File: src/rtl/vram_scheduler.sv
// Arbitrates a single-port pixel RAM between fixed display fetch slots and a host port,
// and unpacks 4-bit pixels from fetched words for the VGA pipeline.
module vram_scheduler #(
  parameter int H_START  = 144,
  parameter int H_END    = 784,
  parameter int V_START  = 35,
  parameter int V_END    = 515,
  parameter int WORDS_PL = 160,
  parameter int ADDR_W   = 17,
  parameter int DATA_W   = 16
) (
  input  logic              clk,
  input  logic              rst,
  input  logic [9:0]        hcount,
  input  logic [9:0]        vcount,
  input  logic              vga_active,
  input  logic              disp_en,
  input  logic [ADDR_W-1:0] base_addr,
  input  logic              host_valid,
  output logic              host_ready,
  input  logic              host_we,
  input  logic [ADDR_W-1:0] host_addr,
  input  logic [DATA_W-1:0] host_wdata,
  output logic              host_rvalid,
  output logic [DATA_W-1:0] host_rdata,
  output logic              mem_en,
  output logic              mem_we,
  output logic [ADDR_W-1:0] mem_addr,
  output logic [DATA_W-1:0] mem_wdata,
  input  logic [DATA_W-1:0] mem_rdata,
  output logic [3:0]        pix_out,
  output logic              pix_valid,
  output logic              sof
);

  typedef enum logic {S_IDLE = 1'b0, S_RUN = 1'b1} state_t;

  // Fetch runs four clocks ahead of the pixels it feeds.
  localparam logic [9:0] SLOT_FIRST = 10'(H_START - 4);
  localparam logic [9:0] SLOT_END   = 10'(H_START - 4 + 4 * WORDS_PL);
  localparam logic [9:0] PIX_FIRST  = 10'(H_START);
  localparam logic [9:0] PIX_END    = 10'(H_END);
  localparam logic [9:0] LINE_FIRST = 10'(V_START);
  localparam logic [9:0] LINE_END   = 10'(V_END);
  localparam logic [9:0] H_LAST     = 10'd799;
  localparam logic [9:0] V_LAST     = 10'd524;

  state_t            state;
  state_t            state_next;
  logic [ADDR_W-1:0] disp_addr;
  logic [ADDR_W-1:0] base_q;
  logic [DATA_W-1:0] fetch_buf;
  logic [DATA_W-1:0] shreg;
  logic [DATA_W-1:0] shreg_next;
  logic              dslot_q;
  logic              eof;
  logic              run;
  logic              dslot;
  logic              load;
  logic              grant;
  logic [1:0]        slot_phase;
  logic [1:0]        pix_phase;

  assign eof        = (hcount == H_LAST) && (vcount == V_LAST);
  assign run        = (state == S_RUN);
  assign slot_phase = hcount[1:0] - SLOT_FIRST[1:0];
  assign pix_phase  = hcount[1:0] - PIX_FIRST[1:0];

  assign dslot = run
              && (vcount >= LINE_FIRST) && (vcount < LINE_END)
              && (hcount >= SLOT_FIRST) && (hcount < SLOT_END)
              && (slot_phase == 2'b00);

  assign load = run && (hcount >= PIX_FIRST) && (hcount < PIX_END) && (pix_phase == 2'b00);

  // Held low during reset so no host access can start while the scheduler is cleared.
  assign host_ready = rst && !dslot;
  assign grant      = host_valid && host_ready;
  assign host_rdata = rst ? mem_rdata : '0;

  always_ff @(posedge clk or negedge rst) begin
    if (!rst) begin
      state <= S_IDLE;
    end else begin
      state <= state_next;
    end
  end

  always_comb begin
    state_next = state;
    if (eof) begin
      state_next = disp_en ? S_RUN : S_IDLE;
    end
  end

  always_comb begin
    mem_en    = 1'b0;
    mem_we    = 1'b0;
    mem_addr  = '0;
    mem_wdata = '0;
    if (dslot) begin
      mem_en   = 1'b1;
      mem_addr = base_q + disp_addr;
    end else if (grant) begin
      mem_en   = 1'b1;
      mem_we   = host_we;
      mem_addr = host_addr;
      if (host_we) begin
        mem_wdata = host_wdata;
      end
    end
  end

  always_ff @(posedge clk or negedge rst) begin
    if (!rst) begin
      base_q    <= '0;
      disp_addr <= '0;
    end else if (eof) begin
      base_q    <= base_addr;
      disp_addr <= '0;
    end else if (dslot) begin
      disp_addr <= disp_addr + 1'b1;
    end
  end

  always_ff @(posedge clk or negedge rst) begin
    if (!rst) begin
      dslot_q   <= 1'b0;
      fetch_buf <= '0;
    end else begin
      dslot_q <= dslot;
      if (dslot_q) begin
        fetch_buf <= mem_rdata;
      end
    end
  end

  always_comb begin
    shreg_next = shreg;
    if (load) begin
      shreg_next = fetch_buf;
    end else if (vga_active) begin
      shreg_next = shreg >> 4;
    end
  end

  // pix_out takes the nibble of the word/shift being applied on this same edge.
  always_ff @(posedge clk or negedge rst) begin
    if (!rst) begin
      shreg       <= '0;
      pix_out     <= 4'd0;
      pix_valid   <= 1'b0;
      sof         <= 1'b0;
      host_rvalid <= 1'b0;
    end else begin
      shreg       <= shreg_next;
      pix_out     <= (vga_active && run) ? shreg_next[3:0] : 4'd0;
      pix_valid   <= vga_active;
      sof         <= eof;
      host_rvalid <= grant && !host_we;
    end
  end

endmodule
File: config.mk
export PLATFORM = sky130hd
export DESIGN_NAME = vram_scheduler
export DESIGN_NICKNAME = d
export VERILOG_FILES = /design/src/rtl/vram_scheduler.sv
export SDC_FILE = /design/constraint.sdc
export NUM_CORES = 1
export LEC_CHECK = 0
export CORE_MARGIN = 2
export CORE_UTILIZATION = 41
export DETAILED_ROUTE_END_ITERATION = 8
export HOLD_SLACK_MARGIN = 0.05
export PLACE_DENSITY_LB_ADDON = 0.1
export SYNTH_ARGS = -nofsm -noshare
export SYNTH_HDL_FRONTEND = slang
export SYNTH_SLANG_ARGS = --single-unit
File: constraint.sdc
create_clock -name clk -period 3.5 [get_ports clk]
set_clock_uncertainty 0.2 [all_clocks]
set_input_delay 0.525 -clock clk [delete_from_list [all_inputs] [get_ports clk]]
set_output_delay 0.525 -clock clk [all_outputs]
set_load 0.02 [all_outputs]
==> reports/metrics.yaml, run 1 <==
cts_root_buf: "clkbuf_8"
maxCapViolations: 0
switching_share: 0.239
period_needed_ps: 3390
cp_slowest_cell: "clkdlybuf4s50_1"
antenna_found_initial: 0
p_clk_frac: 0.378
rsz0062_at_grt: "false"
htreeDepth: 3
cts_tree: "done"
fillers: 926
timing.setup.tns_ps: 0
io_buffers: 150
place_inst: 747
async_reset_ff_frac: 1.00
grt_pass1_vias: 3933
start_kind: "primary input"
worst-path-max-fanout: 5
synthCells: 455
worst_ir_drop_vdd_v: 0.000172
postCtsSetupBuffers: 0
worst_pin_slew_ps: 732
drc: 0
syn_area_um2: 4350
rows: 37
path_cells: "clkdlybuf4s50_1 > or3_1 > o21ai_2 > a211oi_4 > nand2_2 > buf_4 > clkinv_1 > or2_2 > clkdlybuf4s15_1"
ant_nets: 0
placeableCoreArea_um2: 10300
synth_enable_flop_cells: 0
fin_nets: 733
fmax_mhz: 295
multi_input_area_um2: 2450
area_growth_pct: 45.4
cpPeakStageDelay_ps: 480
hold_viol_final: 0
fin_cells: 763
cp.required_ps: 2770
finalCritPeriodShare: 0.970
avgRoutedWirePerCell_um: 15.3
place.gp.congestion: 0.899
finalSetupViolCount: 0
maxSlewHeadroom: 0.512
syn-num-nets: 565
path_clk_slew_ps: 70
drive_gt1_frac: 0.144
hold_path.class: "flop to flop"
hpwl_um: 8890
power.density_nw_per_um2: 273
worst_setup_path_end_kind: "output port"
vias: 3991
p_sw_mw: 0.413
num_io_pins: 151
vias_per_cell: 5.23
internal_power_mw: 1.31
drt_wl_total_um: 11600
grt_overflow_total: 0
drt_iter0_markers: 207
seq_area_frac_synth: 0.408
yosys.cell_types.count: 55
cts_made_buffers: 9
power.total_mw: 1.73
start_util: 0.421
crit_type: "primary input to output port"
dr.pass1.iters: 4
grt_pass1_wl_um: 18400
seq_area_um2: 1780
critPathTopFamily: "buffers and inverters"
clk_latency_ps: 350
seqPwrFrac: 0.475
ys_seq_elements: 71
path_buf_inv: 4
whs_ps: 281
status: "completed"
grtUsageTotal: 0.203
leakage_nw: 2.97
die_x_um: 107
syn_area_per_cell_um2: 9.56
numClockSinks: 71
arrival_ps: 2670
synth_ff_type: "dfrtp_1"
slew_viol_final: 0
yosysWarnings: 0
layout_setup_ws_ps: 107
comb_power_share: 0.147
grt_max_degree: 89
dieArea_um2: 11500
cts_max_path_buffers: 2
diodes: 0
dp_slack_ps: -307
die_y_um: 107
==> registers in the layout, summed over array words and instances, names as in the netlist <==
name	flops
base_q	17
disp_addr	17
dslot_q	1
fetch_buf	16
host_rvalid	1
pix_out	4
pix_valid	1
run	1
shreg	12
sof	1
==> stage by stage <==
stage / cell area (µm²) / utilization
detailed placement: 6160 / 0.596
global placement: 6160 / 0.596
CTS: 6340 / 0.615
floorplan: 4350 / -
global route: 6320 / 0.613
finish: 6320 / 0.613
==> final cells by class <==
type                    instances  share of cell area
clock buffers                  10              0.0218
clock inverters                 5             0.00910
inverters                      13             0.00772
multi-input cells             350               0.388
flip-flops and latches         71               0.281
well taps                     136              0.0269
repair buffers                178               0.266
==> cell families after synthesis <==
family          Yosys count  share of synthesized area
buf+inv                  34                     0.0348
mux                      44                      0.111
flops                    71                      0.408
xor+xnor                 17                     0.0342
fa+ha+maj                18                     0.0535
simple gates            162                      0.202
compound gates          109                      0.156
==> final timing paths <==
| check | slack [ps] | endpoint | cells past startpoint | from |
|---|---|---|---|---|
| setup reg to reg | 1190 | disp_addr[16] | 7 | disp_addr[6] |
| setup / recovery | 110 | mem_en | 9 | hcount[5] |
| hold / removal | 280 | shreg[6] | 2 | fetch_buf[6] |
| min in group asynchronous | 570 | base_q[8] | 3 | rst |
| max in group asynchronous | 2170 | disp_addr[1] | 3 | rst |
| hold reg to reg | 280 | shreg[6] | 2 | fetch_buf[6] |
==> power groups by stage <==
stage,clock (mW),combinational (mW),sequential (mW)
after floorplan,0,0.0730,0.839
after global placement,0,0.262,0.837
after detailed placement,0,0.265,0.837
after CTS,0.670,0.258,0.821
after global routing,0.708,0.272,0.821
final,0.653,0.254,0.821
==> synth_stat cells (4+ instances only) <==
| cell type | instances | share of area |
|---|---|---|
| nand2b_1 | 12 | 0.017 |
| inv_1 | 12 | 0.010 |
| nor3_1 | 4 | 0.0046 |
| or3_1 | 11 | 0.016 |
| o21ai_0 | 44 | 0.051 |
| xnor2_1 | 14 | 0.028 |
| buf_2 | 7 | 0.0081 |
| nand3_1 | 22 | 0.025 |
| a21oi_1 | 27 | 0.031 |
| nand2_1 | 39 | 0.034 |
| mux2_2 | 19 | 0.049 |
| mux2i_1 | 10 | 0.023 |
| mux2_1 | 15 | 0.039 |
| nand4_1 | 5 | 0.0072 |
| and2_1 | 37 | 0.053 |
| ha_1 | 17 | 0.049 |
| nor2_1 | 16 | 0.014 |
| dfrtp_1 | 71 | 0.41 |
| a21o_1 | 6 | 0.010 |
| and3_1 | 5 | 0.0072 |
| clkbuf_1 | 11 | 0.0095 |
==> placed cells by master, fill, tap and decap left out, types with 4 or more instances in the layout <==
cell type        synthesis  routed
clkdlybuf4s50_1          0     112
dfrtp_1                 71      71
o21ai_0                 44      43
nand2_1                 39      38
and2_1                  37      37
a21oi_1                 27      25
buf_4                    0      25
dlygate4sd2_1            0      23
nand3_1                 22      22
mux2_2                  19      19
ha_1                    17      17
nor2_1                  16      16
mux2_1                  15      15
xnor2_1                 14      14
inv_1                   12      12
nand2b_1                12      12
or3_1                   11      11
mux2i_1                 10      10
clkbuf_8                 0      10
clkbuf_2                 0       9
a21o_1                   6       6
nand4_1                  5       5
and3_1                   5       5
nor3_1                   4       4
==> layer usage <==
| metal | up-vias | global-route usage | part of all wire |
|---|---|---|---|
| li1 | 1961 | - | - |
| met1 | 1889 | 0.252 | 0.45 |
| met2 | 128 | 0.352 | 0.48 |
| met3 | 13 | 0.0432 | 0.061 |
| met4 | 0 | 0.0649 | 0.010 |
| met5 | - | 0 | 0 |
==> worst min-delay path, stage by stage, from the launching register on <==
cell and delay [ps]:
dfrtp_1 350, nand2_1 40, o21ai_0 60
==> timing repair <==
item / in CTS / in global routing
pin swaps: 1 / 2
gates resized for setup: 44 / 34
gates cloned: 0 / 0
endpoints found under the hold margin: 8 / 0
hold buffers: 1 / 0
endpoints found under the setup margin: 36 / 26
(Power assumes the default switching activity.)
==> run 2: changes to the inputs <==
==> constraint.sdc (replaced) <==
create_clock -name clk -period 3.1 [get_ports clk]
set_clock_uncertainty 0.2 [all_clocks]
set_input_delay 0.465 -clock clk [delete_from_list [all_inputs] [get_ports clk]]
set_output_delay 0.465 -clock clk [all_outputs]
set_load 0.02 [all_outputs]
==> reports/metrics.yaml, run 2 (synthesis results as in run 1) <==
leakage_nw: 3.24  # was 2.97 nW
final_design_area_no_fill_um2: 6860  # was 6320 µm²
fmax_mhz: 319
failed_checks: "negative setup slack"
worst_ir_drop_vdd_v: 0.000186  # was 0.000172 V
path_cells: "ha_4 > a21o_1 > buf_6 > a21o_1 > a21oi_2 > nor3_2 > or3_1 > a31o_2 > buf_6"  # was clkdlybuf4s50_1 > or3_1 > o21ai_2 > a211oi_4 > nand2_2 > buf_4 > clkinv_1 > or2_2 > clkdlybuf4s15_1
cts_tree: "done"  # unchanged
finalCritPeriodShare: 1.01
cpPeakStageDelay_ps: 430  # was 480 ps
cp_slowest_cell: "dfrtp_1"  # was clkdlybuf4s50_1
dr.pass1.iters: 5  # was 4
start_kind: "flop"  # was primary input
layout_common_cells: "106 x clkdlybuf4s50_1, 81 x buf_4, 71 x dfrtp_1"  # was 112 x clkdlybuf4s50_1, 71 x dfrtp_1, 43 x o21ai_0
cts_max_path_buffers: 2  # unchanged
rsz0062_at_grt: "true"  # was false
worst_pin_slew_ps: 751  # was 732 ps
place.gp.congestion: 0.899  # about the same
htreeDepth: 3  # unchanged
reg.largest.list: "base_q (17), disp_addr (17), fetch_buf (16)"  # unchanged
slew_viol_final: 0  # unchanged
drt_iter0_markers: 204  # was 207
grt_overflow_total: 0  # unchanged
whs_ps: 268  # was 281 ps
finalSetupViolCount: 2  # was 0
ant_nets: 0  # unchanged
worst-path-max-fanout: 3  # was 5
area_growth_pct: 57.7  # was 45.4%
seq_area_um2: 1780  # unchanged
grtUsageTotal: 0.213  # was 0.203
drt_wl_total_um: 12600  # was 11600 µm
period_needed_ps: 3140
path_buf_inv: 2  # was 4
maxSlewHeadroom: 0.499  # was 0.512
r2r_cells: 8  # was 7
layout_setup_ws_ps: -35.7  # was 107 ps
antenna_found_initial: 0  # unchanged
hold_viol_final: 0  # unchanged
drc: 0  # unchanged
drive_gt1_frac: 0.278  # was 0.144
vias_per_cell: 5.16  # was 5.23
fin_cells: 816  # was 763
grt_max_degree: 70  # was 89
io_buffers: 150  # unchanged
path_clk_slew_ps: 80  # was 70 ps
status: "finished with violations"  # was completed
cp.depth: 9  # unchanged
placeableCoreArea_um2: 10300  # unchanged
crit_type: "flop to output port"  # was primary input to output port
worst_setup_path_end_kind: "output port"  # unchanged
dp_slack_ps: -548  # was -307 ps
grt_pass1_wl_um: 19500  # was 18400 µm
start_util: 0.421  # unchanged
place_inst: 787  # was 747
mostFrequentLayoutCell: "clkdlybuf4s50_1"  # unchanged
maxCapViolations: 0  # unchanged
die_x_um: 107  # unchanged
fillers: 863  # was 926
rows: 37  # unchanged
critPathTopFamily: "compound AO/OA/AOI/OAI gates"  # was buffers and inverters
hold_path.class: "flop to flop"  # unchanged
dieArea_um2: 11500  # unchanged
numClockSinks: 71  # unchanged
hpwl_um: 9140  # was 8890 µm
fin_nets: 785  # was 733
cts_made_buffers: 9  # unchanged
arrival_ps: 2470  # was 2670 ps
cts_root_buf: "clkbuf_8"  # unchanged
num_io_pins: 151  # unchanged
multi_input_area_um2: 2620  # was 2450 µm²
worst_hold_path.num_cells: 2  # unchanged
die_y_um: 107  # unchanged
avgRoutedWirePerCell_um: 15.5  # was 15.3 µm
clk_latency_ps: 350  # about the same
vias: 4209  # was 3991
diodes: 0  # unchanged
grt_pass1_vias: 3961  # was 3933
post_dp_cell_area_um2: 6460  # was 6160 µm²
power.density_nw_per_um2: 287  # was 273 nW/µm²
cp.required_ps: 2430  # was 2770 ps
-- run 2: cell types whose count changed in the layout (fill, tap and decap cells not counted), moves of 3 or more --
cell             before  now
buf_4                25   81
buf_2                 0   23
dlygate4sd2_1        23    4
o21ai_0              43   28
o21ai_1               1   15
clkbuf_2              9    0
clkdlybuf4s50_1     112  106
buf_6                 1    5
ha_1                 17   14
-- run 2: layout make-up --
type / count / share of cell area
Multi-Input combinational cell: 350 / 0.381
Timing Repair Buffer: 230 / 0.299
Sequential cell: 71 / 0.259
Tap cell: 136 / 0.0248
Clock buffer: 10 / 0.0186
Clock inverter: 6 / 0.0102
Inverter: 13 / 0.00711
-- run 2: routing by layer --
metal,vias up,share of wire,global-route usage
met5,-,0,0
met4,0,0.010,0.0529
met3,11,0.061,0.0407
met2,132,0.50,0.369
met1,1999,0.43,0.275
li1,2067,-,-
-- run 2: worst paths after layout --
kind	start	endpoint	slack, ps
max	base_q[6]	mem_addr[13]	-40
min	fetch_buf[6]	shreg[6]	270
max reg2reg	disp_addr[7]	disp_addr[16]	770
min reg2reg	fetch_buf[6]	shreg[6]	270
max in group asynchronous	rst	run	1600
min in group asynchronous	rst	base_q[9]	480
-- run 2: tightest hold or removal path: cells and delay by family, from the launching register on --
| family | cells | cell delay, ps |
|---|---|---|
| flops | 1 | 340 |
| compound gates | 1 | 60 |
| simple gates | 1 | 40 |
-- run 2: timing repair --
item	4_1_cts	5_1_grt
pin swaps	8	14
hold buffers	1	0
setup endpoints to repair	36	36
cloned	0	1
buffers inserted	1	10
hold endpoints to repair	51	0
resized for setup	174	59
-- run 2: metrics by stage --
stage / utilization / setup TNS (ps) / power (mW)
final: 0.664 / -46.0 / 1.97
after global routing: 0.664 / -433 / 2.04
after CTS: 0.640 / -339 / 1.98
after detailed placement: 0.626 / -16240 / 1.25
after global placement: 0.626 / -15080 / 1.24
after floorplan: - / 0 / 1.03
-- run 2: where the power goes --
group          leakage, nW  internal, mW  switching, mW  total (mW)
logic                 2.17         0.172          0.126       0.298
clock network       0.0944         0.377          0.367       0.744
registers            0.984         0.927       0.000275       0.927
total                 3.24          1.48          0.494        1.97
==> run 3: changes to the inputs <==
==> constraint.sdc (replaced) <==
create_clock -name clk -period 3.2 [get_ports clk]
set_clock_uncertainty 0.2 [all_clocks]
set_input_delay 0.48 -clock clk [delete_from_list [all_inputs] [get_ports clk]]
set_output_delay 0.48 -clock clk [all_outputs]
set_load 0.02 [all_outputs]
==> reports/metrics.yaml, run 3 (synthesis results as in run 1) <==
status: "completed"  # was finished with violations
comb_power_share: 0.132  # was 0.151
switching_share: 0.220  # was 0.251
place.gp.congestion: 0.887  # was 0.899
drive_gt1_frac: 0.258  # was 0.278
die_x_um: 107  # unchanged
cp_slowest_cell: "or3_4"  # was dfrtp_1
grt_overflow_total: 0  # unchanged
die_y_um: 107  # unchanged
post_dp_cell_area_um2: 6390  # was 6460 µm²
path_cells: "clkdlybuf4s50_1 > or3_4 > nand2b_4 > o22ai_4 > nand2_2 > buf_6 > buf_8 > and3_1 > a31o_2 > buf_4"  # was ha_4 > a21o_1 > buf_6 > a21o_1 > a21oi_2 > nor3_2 > or3_1 > a31o_2 > buf_6
layout_setup_ws_ps: 6.69  # was -35.7 ps
htreeDepth: 3  # unchanged
cp.required_ps: 2520  # was 2430 ps
critPathTopFamily: "buffers and inverters"  # was compound AO/OA/AOI/OAI gates
vias_per_cell: 5.17  # was 5.16
final_design_area_no_fill_um2: 6800  # was 6860 µm²
grt_pass1_wl_um: 20100  # was 19500 µm
power.total_mw: 2.16  # was 1.97 mW
whs_ps: 278  # was 268 ps
timing.setup.tns_ps: 0  # was -46.0 ps
finalSetupViolCount: 0  # was 2
cts_tree: "done"  # unchanged
grt_pass1_vias: 4109  # was 3961
antenna_found_initial: 0  # unchanged
cp.depth: 10  # was 9
start_kind: "primary input"  # was flop
seqPwrFrac: 0.415  # was 0.471
path_clk_slew_ps: 80  # about the same
internal_power_mw: 1.69  # was 1.48 mW
fin_cells: 806  # was 816
dieArea_um2: 11500  # unchanged
rows: 37  # unchanged
worst-path-max-fanout: 5  # was 3
p_clk_frac: 0.453  # was 0.378
worst_ir_drop_vdd_v: 0.000369  # was 0.000186 V
hold_viol_final: 0  # unchanged
numClockSinks: 71  # unchanged
p_sw_mw: 0.476  # was 0.494 mW
reg2reg_from: "disp_addr[6]"  # was disp_addr[7]
start_util: 0.421  # unchanged
num_io_pins: 151  # unchanged
reg.largest.list: "base_q (17), disp_addr (17), fetch_buf (16)"  # unchanged
maxSlewHeadroom: 0.515  # was 0.499
maxCapViolations: 0  # unchanged
hp-start: "fetch_buf[12]"  # was fetch_buf[6]
layout_common_cells: "105 x clkdlybuf4s50_1, 71 x dfrtp_1, 70 x buf_4"  # was 106 x clkdlybuf4s50_1, 81 x buf_4, 71 x dfrtp_1
hold_path.class: "flop to flop"  # unchanged
worst_pin_slew_ps: 728  # was 751 ps
dp_slack_ps: -506  # was -548 ps
power.density_nw_per_um2: 318  # was 287 nW/µm²
placeableCoreArea_um2: 10300  # unchanged
drc: 0  # unchanged
rsz0062_at_grt: "true"  # unchanged
fin_nets: 775  # was 785
ant_nets: 0  # unchanged
avgRoutedWirePerCell_um: 15.4  # was 15.5 µm
grtUsageTotal: 0.219  # was 0.213
diodes: 0  # unchanged
hpwl_um: 9180  # was 9140 µm
utilization: 0.658  # was 0.664
cpPeakStageDelay_ps: 410  # was 430 ps
drt_wl_total_um: 12400  # was 12600 µm
r2r-end: "disp_addr[16]"  # unchanged
slew_viol_final: 0  # unchanged
leakage_nw: 3.21  # was 3.24 nW
place_inst: 778  # was 787
fmax_mhz: 313
finalCritPeriodShare: 0.998
cts_made_buffers: 9  # unchanged
drt_iter0_markers: 226  # was 204
clk_latency_ps: 340  # was 350 ps
worst_setup_path_end_kind: "output port"  # unchanged
io_buffers: 150  # unchanged
crit_type: "primary input to output port"  # was flop to output port
critPathLaunch: "vcount[6]"  # was base_q[6]
r2r_setup_slack_ps: 910  # was 770 ps
crit_path_end: "mem_addr[13]"  # unchanged
cts_root_buf: "clkbuf_8"  # unchanged
period_needed_ps: 3190
path_buf_inv: 4  # was 2
vias: 4163  # was 4209
area_growth_pct: 56.2  # was 57.7%
dr.pass1.iters: 4  # was 5
grt_max_degree: 71  # was 70
mostFrequentLayoutCell: "clkdlybuf4s50_1"  # unchanged
r2r_cells: 7  # was 8
arrival_ps: 2510  # was 2470 ps
cts_max_path_buffers: 2  # unchanged
==> run 3: changes by cell type in the layout (fill, tap and decap cells not counted), moves of 3 or more <==
| cell | delta |
|---|---|
| clkbuf_2 | +12 |
| buf_6 | -3 |
| buf_2 | -9 |
| bufinv_16 | +3 |
| buf_4 | -11 |
==> run 3: per-layer routing <==
| layer | track usage | vias to the layer above | part of all wire |
|---|---|---|---|
| met1 | 0.273 | 1987 | 0.43 |
| li1 | - | 2040 | - |
| met5 | 0 | - | 0 |
| met2 | 0.374 | 120 | 0.48 |
| met3 | 0.0590 | 16 | 0.068 |
| met4 | 0.0622 | 0 | 0.018 |
==> run 3: final cells by class <==
cell class | instances | area, µm²
inverter | 13 | 48.8
fill | 861 | 3530
timing repair buffer | 220 | 1970
clock buffer | 10 | 138
sequential | 71 | 1780
clock inverter | 6 | 138
multi-input combinational | 350 | 2560
tap | 136 | 170
==> run 3: power by group through the flow <==
stage	Combinational, mW	Clock [mW]	Sequential [mW]
finish	0.284	0.980	0.898
global route	0.305	1.05	0.898
CTS	0.287	0.999	0.898
detailed placement	0.293	0	0.916
global placement	0.289	0	0.916
floorplan	0.0799	0	0.917
==> run 3: worst register-to-register path, stage by stage (launching register included) <==
cell and delay, ps:
dfrtp_1 410, buf_4 150, and3_1 210, nand4_1 210
nor3_1 390, nand4_1 180, or3_1 330, a21oi_1 140
==> run 3: repair_timing <==
item | CTS | global route
resized for setup | 147 | 56
setup buffers | 4 | 4
endpoints found under the hold margin | 52 | 0
hold buffers | 1 | 0
pin swaps | 11 | 11
gates cloned | 1 | 2
setup endpoints to repair | 36 | 35
==> run 3: worst min path at each step <==
stage	slack (ps)	to	cells past startpoint
CTS	280	shreg[12]	2
detailed placement	270	shreg[12]	2
global route	310	shreg[8]	2
global placement	250	shreg[7]	2
finish	280	shreg[12]	2
floorplan	-20	base_q[0]	0
